**src/rtl/xfer_sequencer.sv**
```systemverilog
// Transfer sequencer: pattern fill (write) or checksum scan (read) of LENGTH words over a valid/ready port.
// Optional abort on RUN[1] is built when XFER_SEQ_ABORT_EN is defined.
module xfer_sequencer #(
    parameter int DATA_WIDTH      = 32,
    parameter int MAX_OUTSTANDING = 4
) (
    input  logic                  ACLK,
    input  logic                  ARESET,
    input  logic [DATA_WIDTH-1:0] MODE,
    input  logic [DATA_WIDTH-1:0] ADDRESS,
    input  logic [DATA_WIDTH-1:0] LENGTH,
    input  logic [DATA_WIDTH-1:0] RUN,
    output logic [DATA_WIDTH-1:0] STATUS,
    output logic [DATA_WIDTH-1:0] STATUS2,
    output logic [DATA_WIDTH-1:0] MEM_ADDR,
    output logic                  MEM_WE,
    output logic [DATA_WIDTH-1:0] MEM_WDATA,
    output logic                  MEM_VALID,
    input  logic                  MEM_READY,
    input  logic [DATA_WIDTH-1:0] MEM_RDATA,
    input  logic                  MEM_RVALID
);

    typedef enum logic [1:0] {S_IDLE, S_ISSUE, S_DRAIN} state_t;

    localparam logic [3:0] OUT_MAX = 4'(MAX_OUTSTANDING);

    state_t                 state, state_next;
    logic                   run_q;
    logic                   op;
    logic [DATA_WIDTH-17:0] pattern;
    logic [DATA_WIDTH-1:0]  addr;
    logic [DATA_WIDTH-1:0]  length;
    logic [DATA_WIDTH-1:0]  issue_cnt;
    logic [3:0]             outstanding;
    logic [DATA_WIDTH-1:0]  status2;
    logic                   done, err, aborted, aborting;

    logic start, start_accept, abort_req;
    logic mem_valid, handshake, last, set_done, set_aborted;
    logic read_issue, read_return;

`ifdef XFER_SEQ_ABORT_EN
    assign abort_req = RUN[1];
    logic unused_bits;
    assign unused_bits = ^{MODE[15:1], RUN[DATA_WIDTH-1:2], ADDRESS[1:0]};
`else
    assign abort_req = 1'b0;
    logic unused_bits;
    assign unused_bits = ^{MODE[15:1], RUN[DATA_WIDTH-1:1], ADDRESS[1:0]};
`endif

    assign start        = RUN[0] & ~run_q;
    assign start_accept = start && (state == S_IDLE);
    assign last         = (issue_cnt == length - 1'b1);
    assign read_issue   = handshake && !op;
    // Returns with nothing outstanding (e.g. after a reset) are dropped.
    assign read_return  = MEM_RVALID && (outstanding != 4'd0);

    // NOTE: every signal gets a default before the case so no path infers a latch.
    always_comb begin
        state_next  = state;
        mem_valid   = 1'b0;
        handshake   = 1'b0;
        set_done    = 1'b0;
        set_aborted = 1'b0;
        case (state)
            S_IDLE: begin
                if (start && (LENGTH != '0))
                    state_next = S_ISSUE;
            end
            S_ISSUE: begin
                mem_valid = op || (outstanding < OUT_MAX);
                handshake = mem_valid && MEM_READY;
                if (abort_req || (handshake && last))
                    state_next = S_DRAIN;
            end
            S_DRAIN: begin
                if (outstanding == 4'd0) begin
                    state_next  = S_IDLE;
                    set_done    = !aborting;
                    set_aborted = aborting;
                end
            end
            default: state_next = S_IDLE;
        endcase
    end

    // NOTE: sequential state uses <= so all registers update from pre-edge values.
    always_ff @(posedge ACLK or posedge ARESET) begin
        if (ARESET)
            state <= S_IDLE;
        else
            state <= state_next;
    end

    always_ff @(posedge ACLK or posedge ARESET) begin
        if (ARESET) begin
            run_q       <= 1'b0;
            op          <= 1'b0;
            pattern     <= '0;
            addr        <= '0;
            length      <= '0;
            issue_cnt   <= '0;
            outstanding <= 4'd0;
            status2     <= '0;
            done        <= 1'b0;
            err         <= 1'b0;
            aborted     <= 1'b0;
            aborting    <= 1'b0;
        end else begin
            run_q <= RUN[0];
            if (start_accept) begin
                op          <= MODE[0];
                pattern     <= MODE[DATA_WIDTH-1:16];
                addr        <= {ADDRESS[DATA_WIDTH-1:2], 2'b00};
                length      <= LENGTH;
                issue_cnt   <= '0;
                outstanding <= 4'd0;
                status2     <= '0;
                done        <= (LENGTH == '0);
                err         <= (LENGTH == '0);
                aborted     <= 1'b0;
                aborting    <= 1'b0;
            end else begin
                if (handshake) begin
                    addr      <= addr + 3'd4;
                    issue_cnt <= issue_cnt + 1'b1;
                end
                case ({read_issue, read_return})
                    2'b10:   outstanding <= outstanding + 4'd1;
                    2'b01:   outstanding <= outstanding - 4'd1;
                    default: outstanding <= outstanding;
                endcase
                if (op && handshake)
                    status2 <= status2 + 1'b1;
                else if (!op && read_return)
                    status2 <= status2 + MEM_RDATA;
                if (state == S_ISSUE && abort_req)
                    aborting <= 1'b1;
                if (set_done)
                    done <= 1'b1;
                if (set_aborted)
                    aborted <= 1'b1;
            end
        end
    end

    assign MEM_VALID = mem_valid;
    assign MEM_ADDR  = addr;
    assign MEM_WE    = op;
    assign MEM_WDATA = {pattern, issue_cnt[15:0]};
    assign STATUS    = {{(DATA_WIDTH-4){1'b0}}, aborted, err, done, (state != S_IDLE)};
    assign STATUS2   = status2;

endmodule

```
**config.mk**
```make
export PLATFORM = sky130hd
export DESIGN_NAME = xfer_sequencer
export DESIGN_NICKNAME = d
export VERILOG_FILES = /design/src/rtl/xfer_sequencer.sv
export SDC_FILE = /design/constraint.sdc
export NUM_CORES = 1
export LEC_CHECK = 0
export BUFFER_PORTS_ARGS = -buffer_cell sky130_fd_sc_hd__buf_2
export CAP_MARGIN = 30
export CORE_ASPECT_RATIO = 1.1
export CORE_UTILIZATION = 53
export DETAILED_ROUTE_END_ITERATION = 6
export GPL_TIMING_DRIVEN = 0
export HOLD_SLACK_MARGIN = 0.08
export PLACE_DENSITY = 0.81
export SLEW_MARGIN = 20
export SYNTH_ARGS = -nofsm -noshare
export SYNTH_HDL_FRONTEND = slang
export SYNTH_SLANG_ARGS = --single-unit
```
**constraint.sdc**
```tcl
create_clock -name ACLK -period 7 [get_ports ACLK]
set_input_delay 2.1 -clock ACLK [delete_from_list [all_inputs] [get_ports ACLK]]
set_output_delay 2.1 -clock ACLK [all_outputs]
set_load 0.01 [all_outputs]
```
==> results.py, run 1 <==
metrics = {
    "outcome": {
        "status": "finished, final reports clean",
    },
    "sta": {
        "max_freq_ghz": 0.1763,
        "setup_viol": 0,
        "tightest_slew_ns": 0.6987,
        "hold_violations": 0,
        "post-route-min-period_ns": 5.671,
        "finalCritPeriodShare_pct": 81.01,
        "hold-worst-slack_ns": 0.4753,
        "max-slew-margin-rel_pct": 53.42,
        "finalClockSkew_ns": 0.009770,
        "rsz0062_at_grt": "false",
        "drv_slew": 0,
    },
    "synth": {
        "synth_top_family_by_area": "simple AND/OR/NAND/NOR gates",
        "yosys_warnings": 0,
        "synth.area.mux_share_pct": 1.025,
        "synth-adder-area-share_pct": 4.842,
        "netlist_area_sq_um": 10130,
        "synth_simple_gate_area_share_pct": 26.87,
        "async_reset_ff_share_pct": 100.0,
        "synth_cells": 1218,
        "synth_edf_count": 0,
        "synth_cell_types": 70,
        "ys_seq_area_share_pct": 37.55,
        "postSynthAreaPerCell_sq_um": 8.316,
        "synth-compound-area-share_pct": 13.34,
        "ys.flop_type": "dfrtp_1",
        "ys_seq_elements": 152,
        "synth_xor_area_share_pct": 9.685,
    },
    "cells_and_area": {
        "syn_to_final_growth_pct": 20.94,
        "drive_gt1_share_pct": 21.46,
        "mostFrequentLayoutCell": "nand2_1",
        "fin_util_pct": 66.06,
        "n_fill_cell": 1620,
        "fin_cells": 1744,
        "layout.nets": 1685,
        "layout_common_cells": "nand2_1 (261), buf_2 (219), dfrtp_1 (152), nor2_1 (87), o21ai_0 (67)",
    },
    "grt": {
        "gr-total-overflow": 0,
        "grt_pass1_wl_um": 44080,
        "grt_pass1_vias": 9067,
        "grt_max_degree": 104,
        "track_usage_pct": 28.39,
        "antenna_found_initial": 5,
    },
    "setup_path": {
        "cp-endpoint": "STATUS2[27]",
        "cp.required_ns": 7.37,
        "r2r_slack_ns": 2.29,
        "reg2reg_from": "MEM_WE",
        "cpMaxStageDelayCell": "o31ai_1",
        "reg2reg_depth": 15,
        "startpoint": "MEM_READY",
        "arrival_ns": 6.04,
        "worstSetupStartpointType": "input pin",
        "crit_type": "input pin to register",
        "crit_chain": "buf_2, and3_1, clkbuf_1, nand2_1, clkbuf_1, and2_1, ha_1, nand2_1, o31ai_1, o2111ai_1, a211oi_1, o311a_1, nor3_1, or3b_2, a21oi_1",
        "timing.rr.end": "STATUS2[27]",
        "cp_max_fo": 10,
        "slowest_delay_ns": 0.59,
        "end_kind": "register",
    },
    "route": {
        "wl_um": 27330,
        "wl_per_cell_um": 15.67,
        "first_pass_iters": 5,
        "viasPerCell": 5.481,
        "drtAntennaViolNets": 0,
        "drt_iter0_drc": 630,
        "route.detailed.drc": 0,
        "vias": 9558,
    },
    "die": {
        "ios": 294,
        "start_util_pct": 54.62,
        "core_sq_um": 18540,
        "die_y_um": 147.0,
        "die_area_sq_um": 19670,
        "row_count": 52,
        "dieWidth_um": 133.8,
    },
    "placement": {
        "dpl.cell_count": 1707,
        "portBuffers": 214,
        "dpl.hpwl_um": 20770,
        "gp_congestion": 0.9234,
    },
    "clock_network": {
        "hold_buffers": 0,
        "cts_resized": 0,
        "cts_sinks": 152,
        "cts-root-buf": "clkbuf_16",
        "max-clock-path-buffers": 2,
        "cts_buffers": 17,
        "clk_pin_slew_ns": 0.07,
        "post-cts-setup-buffers": 0,
        "clk_latency_ns": 0.44,
        "cts_tree": "yes",
        "cts_htree_levels": 4,
    },
    "power_and_ir_drop": {
        "peakVddDrop_mv": 0.2204,
        "finalPower_mw": 4.831,
        "p_leak_nw": 5.874,
        "p_per_area_nw_per_um2": 394.4,
    },
    "hold_path": {
        "hold_path_startpoint": "pattern[11]",
        "hold_path_class": "register to register",
    },
    "flow_run": {
        "drv_cap": 0,
    },
}
[per-stage QoR]
step	cell area (sq um)	TNS, ns	setup slack (ns)
final	12250	0	1.329
after floorplan	10240	0	0.8069
after CTS	12240	0	1.325
after detailed placement	11660	0	0.9111
after global routing	12250	0	1.016
after global placement	11620	-150.76	-1.007
[synth_stat cells (3+ instances only)]
master | count | area, sq um
buf_2 | 4 | 20.02
a211o_1 | 3 | 26.28
mux2i_1 | 7 | 70.07
nor4_1 | 11 | 68.82
buf_4 | 49 | 367.9
nor3_1 | 23 | 115.1
clkbuf_1 | 41 | 153.9
a311oi_1 | 3 | 26.28
or2_2 | 4 | 25.02
o31ai_1 | 4 | 30.03
nand4b_1 | 5 | 43.79
o211ai_1 | 8 | 60.06
o21bai_1 | 5 | 37.54
dfrtp_1 | 152 | 3804
or4_1 | 7 | 52.55
nor2_1 | 87 | 326.6
buf_6 | 3 | 33.78
inv_1 | 20 | 75.07
o21a_1 | 9 | 67.56
nand4_1 | 22 | 137.6
nand2_1 | 261 | 979.7
and3_1 | 17 | 106.4
a21o_1 | 12 | 90.09
nor4b_1 | 3 | 26.28
nand3_1 | 47 | 235.2
and4_1 | 8 | 70.07
and2_1 | 41 | 256.5
nand2b_1 | 7 | 43.79
xor2_1 | 48 | 420.4
a21oi_1 | 51 | 255.2
or3_1 | 9 | 56.30
xnor2_1 | 64 | 560.5
nand3b_1 | 4 | 30.03
or4_4 | 3 | 33.78
o21ai_0 | 67 | 335.3
a21boi_0 | 3 | 22.52
mux2_2 | 3 | 33.78
a211oi_1 | 14 | 105.1
ha_1 | 36 | 450.4
a31oi_1 | 7 | 43.79
buf_1 | 6 | 22.52
[routing by layer]
metal,global-route usage [%],up-vias,wire [um]
met5,0,-,0
met4,15.97,0,1277
met3,5.280,85,1476
met2,46.71,340,13140
met1,34.96,4476,11440
li1,-,4657,-
[registers in the layout, summed over array words and instances (netlist names)]
name	cells
MEM_ADDR	30
MEM_WE	1
STATUS2	32
done	1
err	1
issue_cnt	32
length	32
outstanding	4
pattern	16
run_q	1
state	2
[area by class of cell]
type | count | area (sq um) | share of cell area (%)
diodes | 5 | 12.51 | 0.1021
plain buffers | 103 | 598.1 | 4.883
clock buffers | 18 | 429.2 | 3.504
clock inverters | 14 | 151.4 | 1.236
inverters | 20 | 82.58 | 0.6742
multi-input cells | 973 | 5764 | 47.06
flip-flops and latches | 152 | 3804 | 31.05
well taps | 243 | 304.0 | 2.482
repair buffers | 216 | 1104 | 9.009
[report_power, final]
group,internal [mW],leakage (nW),switching (mW)
combinational,1.04,3.67,1.30
sequential,1.21,1.93,0.361
clock,0.526,0.269,0.394
[worst min-delay path by stage]
stage	cells past startpoint	slack (ns)	end
3_5_place_dp	2	0.46	pattern[13]
5_1_grt	2	0.49	pattern[15]
3_3_place_gp	2	0.45	pattern[13]
4_1_cts	2	0.48	pattern[4]
2_1_floorplan	1	0.47	err
6_report	2	0.48	pattern[11]
[critical path, delay by kind of cell]
kind	cells	cell delay, ns
adder cells (fa/ha/maj)	1	0.33
AO/OA/AOI/OAI	5	1.76
AND/OR/NAND/NOR	6	1.22
buffers and inverters	3	0.62
[cells by family after synthesis]
logic type | count (synthesis)
xor+xnor | 112
compound gates | 212
simple gates | 570
mux | 10
other cells | 1
buf+inv | 123
flops | 152
fa+ha+maj | 38
(Power assumes the default switching activity.)
==> run 2, diff against run 1 <==
ABC_AREA = 1   (was default)
CORE_UTILIZATION = 49   (was 53)
PLACE_DENSITY = 0.78   (was 0.81)
clock period = 5.2 ns   (was 7 ns; I/O delays follow)
==> run 2 against run 1 <==
Compared with the run above:
- core utilization is 5.7 points lower
- largest power group unchanged
- cell area increased by 9.3%
- critical path type unchanged
- register-to-register slack worse by 0.75 ns
- sequential power grew 36%
- power is 46% higher
- sequential cell count unchanged
==> results.py, run 2 <==
metrics = {
    "route": {
        "drt_iter0_drc": 672,
        "wl_um": 32270,
        "drtAntennaViolNets": 0,
        "wl_met2_um": 15990,
        "wl_per_cell_um": 14.57,
        "route.detailed.drc": 0,
        "viasPerCell": 5.230,
        "wl_met3_um": 1876,
        "first_pass_iters": 5,
        "wl_met1_um": 13370,
        "vias": 11584,
        "routed.top_layer": "met5",
    },
    "grt": {
        "gr-total-overflow": 0,
        "antenna_found_initial": 1,
        "grt_pass1_wl_um": 52100,
        "track_usage_pct": 27.85,
        "grt_pass1_vias": 10763,
        "grt_max_degree": 33,
    },
    "sta": {
        "max-slew-margin-rel_pct": 46.41,
        "setup_viol": 0,
        "hold_violations": 0,
        "finalClockSkew_ns": 0.009671,
        "finalCritPeriodShare_pct": 82.54,
        "max_freq_ghz": 0.2330,
        "setup_tns_ns": 0,
        "post-route-min-period_ns": 4.292,
        "drv_slew": 0,
        "tightest_slew_ns": 0.8039,
        "rsz0062_at_grt": "false",
    },
    "die": {
        "start_util_pct": 50.21,
        "die_area_sq_um": 23340,
        "ios": 294,
        "row_count": 57,
        "core_sq_um": 22180,
        "dieWidth_um": 145.7,
        "die_y_um": 160.1,
    },
    "clock_network": {
        "cts_tree": "yes",
        "clk_pin_slew_ns": 0.06,
        "max-clock-path-buffers": 2,
        "clk_latency_ns": 0.43,
        "cts-root-buf": "clkbuf_16",
        "cts_htree_levels": 4,
        "cts_resized": 0,
        "cts_sinks": 152,
        "post-cts-setup-buffers": 0,
        "cts_buffers": 17,
        "hold_buffers": 0,
    },
    "hold_path": {
        "holdPathEnd": "pattern[10]",
        "hold_path_class": "register to register",
        "hold_path_startpoint": "pattern[10]",
        "whs_path_depth": 2,
    },
    "synth": {
        "ys.flop_type": "dfrtp_1",
        "netlist_top_cells_count": "nand2_1 (475), inv_1 (202), nor2_1 (177), dfrtp_1 (152), o21ai_0 (110)",
        "async_reset_ff_share_pct": 100.0,
        "ys_seq_elements": 152,
        "netlist_area_sq_um": 11140,
        "postSynthAreaPerCell_sq_um": 6.778,
        "yosys_warnings": 0,
        "synth_cells": 1643,
        "ys_seq_area_share_pct": 34.15,
        "synth_area_leaders": "dfrtp_1 (34%), nand2_1 (16%), inv_1 (6.8%)",
        "synth_top_area_cell": "dfrtp_1",
        "synth_edf_count": 0,
        "synth.most_common_cell": "nand2_1",
        "synth.top_cell.area_share_pct": 34.15,
        "synth_cell_types": 52,
    },
    "placement": {
        "dpl.cell_count": 2187,
        "dpl.hpwl_um": 25370,
        "gp_congestion": 0.9442,
        "portBuffers": 214,
    },
    "cells_and_area": {
        "multi_input_area_sq_um": 6111,
        "layout_common_cells": "nand2_1 (475), buf_2 (225), inv_1 (201), nor2_1 (177), dfrtp_1 (152)",
        "layout.nets": 2113,
        "n_fill_cell": 2146,
        "diodes": 0,
        "fin_cells": 2215,
        "drive_gt1_share_pct": 18.59,
        "register_area_sq_um": 3804,
        "fin_util_pct": 60.34,
        "mostFrequentLayoutCell": "nand2_1",
        "syn_to_final_growth_pct": 20.17,
    },
    "setup_path": {
        "reg2reg_from": "outstanding[2]",
        "arrival_ns": 4.65,
        "cp.required_ns": 5.55,
        "timing.rr.end": "STATUS2[27]",
        "worstSetupStartpointType": "input pin",
        "cp_max_fo": 10,
        "end_kind": "register",
        "reg2reg_depth": 19,
        "r2r_slack_ns": 1.54,
        "crit_type": "input pin to register",
    },
    "power_and_ir_drop": {
        "power_frac_clock_pct": 17.9,
        "peakVddDrop_mv": 0.2419,
        "internal-power_mw": 3.750,
        "p_comb_share_pct": 52.0,
        "seq_power_share_pct": 30.1,
        "switching_power_mw": 3.319,
        "p_per_area_nw_per_um2": 528.2,
        "p_leak_nw": 7.089,
        "p_sw_share_pct": 46.95,
    },
    "flow_run": {
        "drv_cap": 0,
    },
    "outcome": {
        "status": "finished, final reports clean",
    },
}
==> run 2: how the worst max path moves through the flow <==
stage	slack (ns)	end	startpoint	depth (start not counted)
2_1_floorplan	1.37	STATUS2[18]	MEM_READY	18
3_3_place_gp	0.50	STATUS2[18]	MEM_READY	19
3_5_place_dp	0.49	STATUS2[18]	MEM_READY	19
4_1_cts	0.91	STATUS2[18]	MEM_READY	19
5_1_grt	0.66	STATUS2[18]	MEM_READY	19
6_report	0.91	STATUS2[18]	MEM_READY	19
==> run 2: kinds of logic after synthesis <==
family	count (synthesis)	share of synthesized area [%]
AO/OA/AOI/OAI	264	12.94
XOR/XNOR	50	3.932
adder cells (fa/ha/maj)	38	4.404
buffers and inverters	300	11.99
flip-flops	152	34.15
other	1	0.03367
AND/OR/NAND/NOR	838	32.55
==> run 2: area by class of cell <==
class / count / share of cell area (%)
tap: 295 / 2.758
multi-input combinational: 1221 / 45.66
timing repair buffer: 219 / 8.807
buffer: 90 / 4.086
clock buffer: 20 / 3.412
sequential: 152 / 28.42
inverter: 210 / 5.918
clock inverter: 8 / 0.9349
==> run 2: power by group through the flow <==
stage	registers, mW	clock network (mW)	logic (mW)
2_1_floorplan	2.15	0	2.49
3_3_place_gp	2.11	0	3.54
3_5_place_dp	2.12	0	3.64
4_1_cts	2.11	1.29	3.67
5_1_grt	2.18	1.34	4.16
6_report	2.13	1.27	3.68
==> run 2: critical path: stages <==
cell and delay [ns]:
buf_2 0.12, nand2_2 0.09, nor2_4 0.06, nand2_1 0.22, clkbuf_1 0.40, nand2_1 0.11
ha_1 0.24, fa_1 0.38, nand2_1 0.10, a21oi_1 0.11, a21oi_1 0.34, o21ai_1 0.21
nand2_1 0.09, nand3_1 0.17, nand2_1 0.10, nand2_1 0.09, nand2_1 0.07, nand2_1 0.05
o21ai_1 0.12
==> run 2: routing by layer <==
layer	track usage [%]	vias up
met2	48.50	407
met1	34.40	5354
met3	4.057	76
met5	0	-
li1	-	5745
met4	11.44	2
==> run 2: metrics by stage <==
step                cell area [sq um]  setup WS, ns  power [mW]  hold WS (ns)
finish                          13380        0.9077       7.069        0.4674
detailed placement              12800        0.4882       5.767        0.4572
floorplan                       11250         1.366       4.636        0.4610
global placement                12690        0.5046       5.657        0.4503
CTS                             13380        0.9115       7.066        0.4729
global route                    13380        0.6559       7.682        0.4955
==> run 3, diff against run 2 <==
CORE_UTILIZATION = 54   (was 49)
PLACE_DENSITY = 0.81   (was 0.78)
clock period = 4.1 ns   (was 5.2 ns; I/O delays follow)
==> run 3 against run 2 <==
Compared with the run above:
- the flow now finishes with violations (design-rule violations)
- combinational power up 27%
- die area decreased by 9.1%
- non-clock buffer count did not move
- critical path depth unchanged
- wire length down 0.21%
- first-iteration DRC count shrank 0.60%
- worst hold slack better by 0.00096 ns
- sequential cell count did not move
- core utilization rose by 6.6 points
- cell area about the same
- largest power group unchanged
==> results.py, run 3 (synthesis results as in run 2) <==
metrics = {
    "outcome": {
        "status": "complete, but fails checks",
        "violations": "design-rule violations",
    },
    "route": {
        "vias": 11627,
        "viasPerCell": 5.341,
        "wl_um": 32200,
        "drtAntennaViolNets": 0,
        "wl_per_cell_um": 14.79,
        "drt_iter0_drc": 668,
        "first_pass_iters": 7,
        "route.detailed.drc": 9,
    },
    "grt": {
        "use_met3_pct": 3.928,
        "busiest_layer": "met2",
        "gr-total-overflow": 0,
        "grt_max_degree": 34,
        "grt_use_met1_pct": 38.82,
        "antenna_found_initial": 1,
        "met2_usage_pct": 54.09,
        "track_usage_pct": 31.15,
        "grt_pass1_vias": 11258,
        "grt_pass1_wl_um": 53370,
    },
    "clock_network": {
        "hold_buffers": 0,
        "cts_sinks": 152,
        "cts_tree": "yes",
        "post-cts-setup-buffers": 0,
        "clk_latency_ns": 0.43,
        "clk_pin_slew_ns": 0.07,
        "cts_buffers": 17,
        "cts_htree_levels": 4,
        "max-clock-path-buffers": 2,
        "cts-root-buf": "clkbuf_16",
        "cts_resized": 0,
    },
    "hold_path": {
        "whs_path_depth": 2,
        "hold_path_class": "register to register",
    },
    "power_and_ir_drop": {
        "power_frac_clock_pct": 18.9,
        "p_per_area_nw_per_um2": 678.8,
        "internal-power_mw": 4.823,
        "p_sw_share_pct": 46.91,
        "p_leak_nw": 7.119,
        "seq_power_share_pct": 29.7,
        "p_comb_share_pct": 51.4,
        "peakVddDrop_mv": 0.3532,
        "switching_power_mw": 4.262,
    },
    "sta": {
        "setup_viol": 0,
        "hold_violations": 0,
        "finalClockSkew_ns": 0.01270,
        "drv_slew": 0,
        "rsz0062_at_grt": "false",
        "tightest_slew_ns": 0.7949,
        "finalCritPeriodShare_pct": 93.22,
        "setup_tns_ns": 0,
        "max_freq_ghz": 0.2616,
        "post-route-min-period_ns": 3.822,
        "max-slew-margin-rel_pct": 47.01,
    },
    "setup_path": {
        "cp_max_fo": 10,
        "worstSetupStartpointType": "input pin",
        "end_kind": "register",
        "cp.required_ns": 4.46,
        "arrival_ns": 4.19,
        "crit_type": "input pin to register",
        "reg2reg_depth": 16,
    },
    "die": {
        "dieWidth_um": 138.9,
        "row_count": 54,
        "core_sq_um": 20000,
        "start_util_pct": 55.69,
        "die_area_sq_um": 21200,
        "ios": 294,
        "die_y_um": 152.6,
    },
    "placement": {
        "dpl.hpwl_um": 25370,
        "gp_congestion": 0.9560,
        "portBuffers": 214,
    },
    "cells_and_area": {
        "fin_util_pct": 66.93,
        "layout.nets": 2113,
        "drive_gt1_share_pct": 18.87,
        "mostFrequentLayoutCell": "nand2_1",
        "syn_to_final_growth_pct": 20.19,
        "n_fill_cell": 1823,
        "layout_common_cells": "nand2_1 (475), buf_2 (225), inv_1 (201), nor2_1 (177), dfrtp_1 (152)",
        "register_area_sq_um": 3804,
        "multi_input_area_sq_um": 6111,
    },
    "flow_run": {
        "drv_cap": 0,
    },
}
[run 3: cell count changes in the layout (fill, tap and decap cells not counted), sizes merged]
cell,delta
clkinv,+1
diode,+1
bufinv,+1
inv,+4
clkbuf,-2
[run 3: routing by layer]
layer | vias to the layer above | part of all wire [%]
li1 | 5773 | -
met1 | 5341 | 42
met2 | 427 | 48
met3 | 86 | 5.9
met4 | 0 | 3.8
met5 | - | 0
[run 3: power groups by stage]
stage / combinational [mW] / sequential, mW / clock [mW]
floorplan: 3.16 / 2.72 / 0
global placement: 4.49 / 2.68 / 0
detailed placement: 4.62 / 2.69 / 0
CTS: 4.64 / 2.68 / 1.73
global route: 5.32 / 2.77 / 1.79
finish: 4.67 / 2.70 / 1.72
[run 3: final timing paths]
| path | start | end | slack, ns |
|---|---|---|---|
| setup / recovery | MEM_READY | STATUS2[18] | 0.28 |
| hold / removal | pattern[6] | pattern[6] | 0.47 |
| setup reg to reg | outstanding[2] | STATUS2[17] | 0.59 |
| hold reg to reg | pattern[6] | pattern[6] | 0.47 |
| max in group asynchronous | ARESET | pattern[1] | 2.09 |
| min in group asynchronous | ARESET | MEM_ADDR[3] | 0.85 |
[run 3: worst max-delay path, cell delays in order]
cell and delay (ns):
buf_2 0.12, nand2_2 0.09, nor2_4 0.06, nand2_1 0.23, clkbuf_2 0.29, nand2_1 0.08
ha_1 0.22, fa_1 0.39, nand2_1 0.10, a21oi_1 0.12, a21oi_1 0.37, o21ai_1 0.22
nand2_1 0.10, nand3_1 0.14, nand2_1 0.11, nand2_1 0.08, nand2_1 0.07, nand2_1 0.05
o21ai_1 0.11
[run 3: layout make-up]
cell class              instances  share of cell area (%)
diodes                          1                 0.01870
well taps                     252                   2.356
repair buffers                219                   8.805
clock inverters                14                   1.458
plain buffers                  90                   4.094
flip-flops and latches        152                   28.42
clock buffers                  18                   3.281
inverters                     210                   5.917
multi-input cells            1221                   45.65
[run 3: per-stage QoR]
stage               setup WS (ns)  instances  cell area, sq um  hold slack, ns  power [mW]
floorplan                  0.5959       1673             11250          0.4610       5.880
global placement          -0.2520       2139             12640          0.4501       7.169
detailed placement        -0.2681       2144             12750          0.4542       7.313
CTS                        0.1579       2176             13380          0.4692       9.057
global route              0.05600       2177             13390          0.4999       9.882
finish                     0.2781       2177             13390          0.4684       9.086
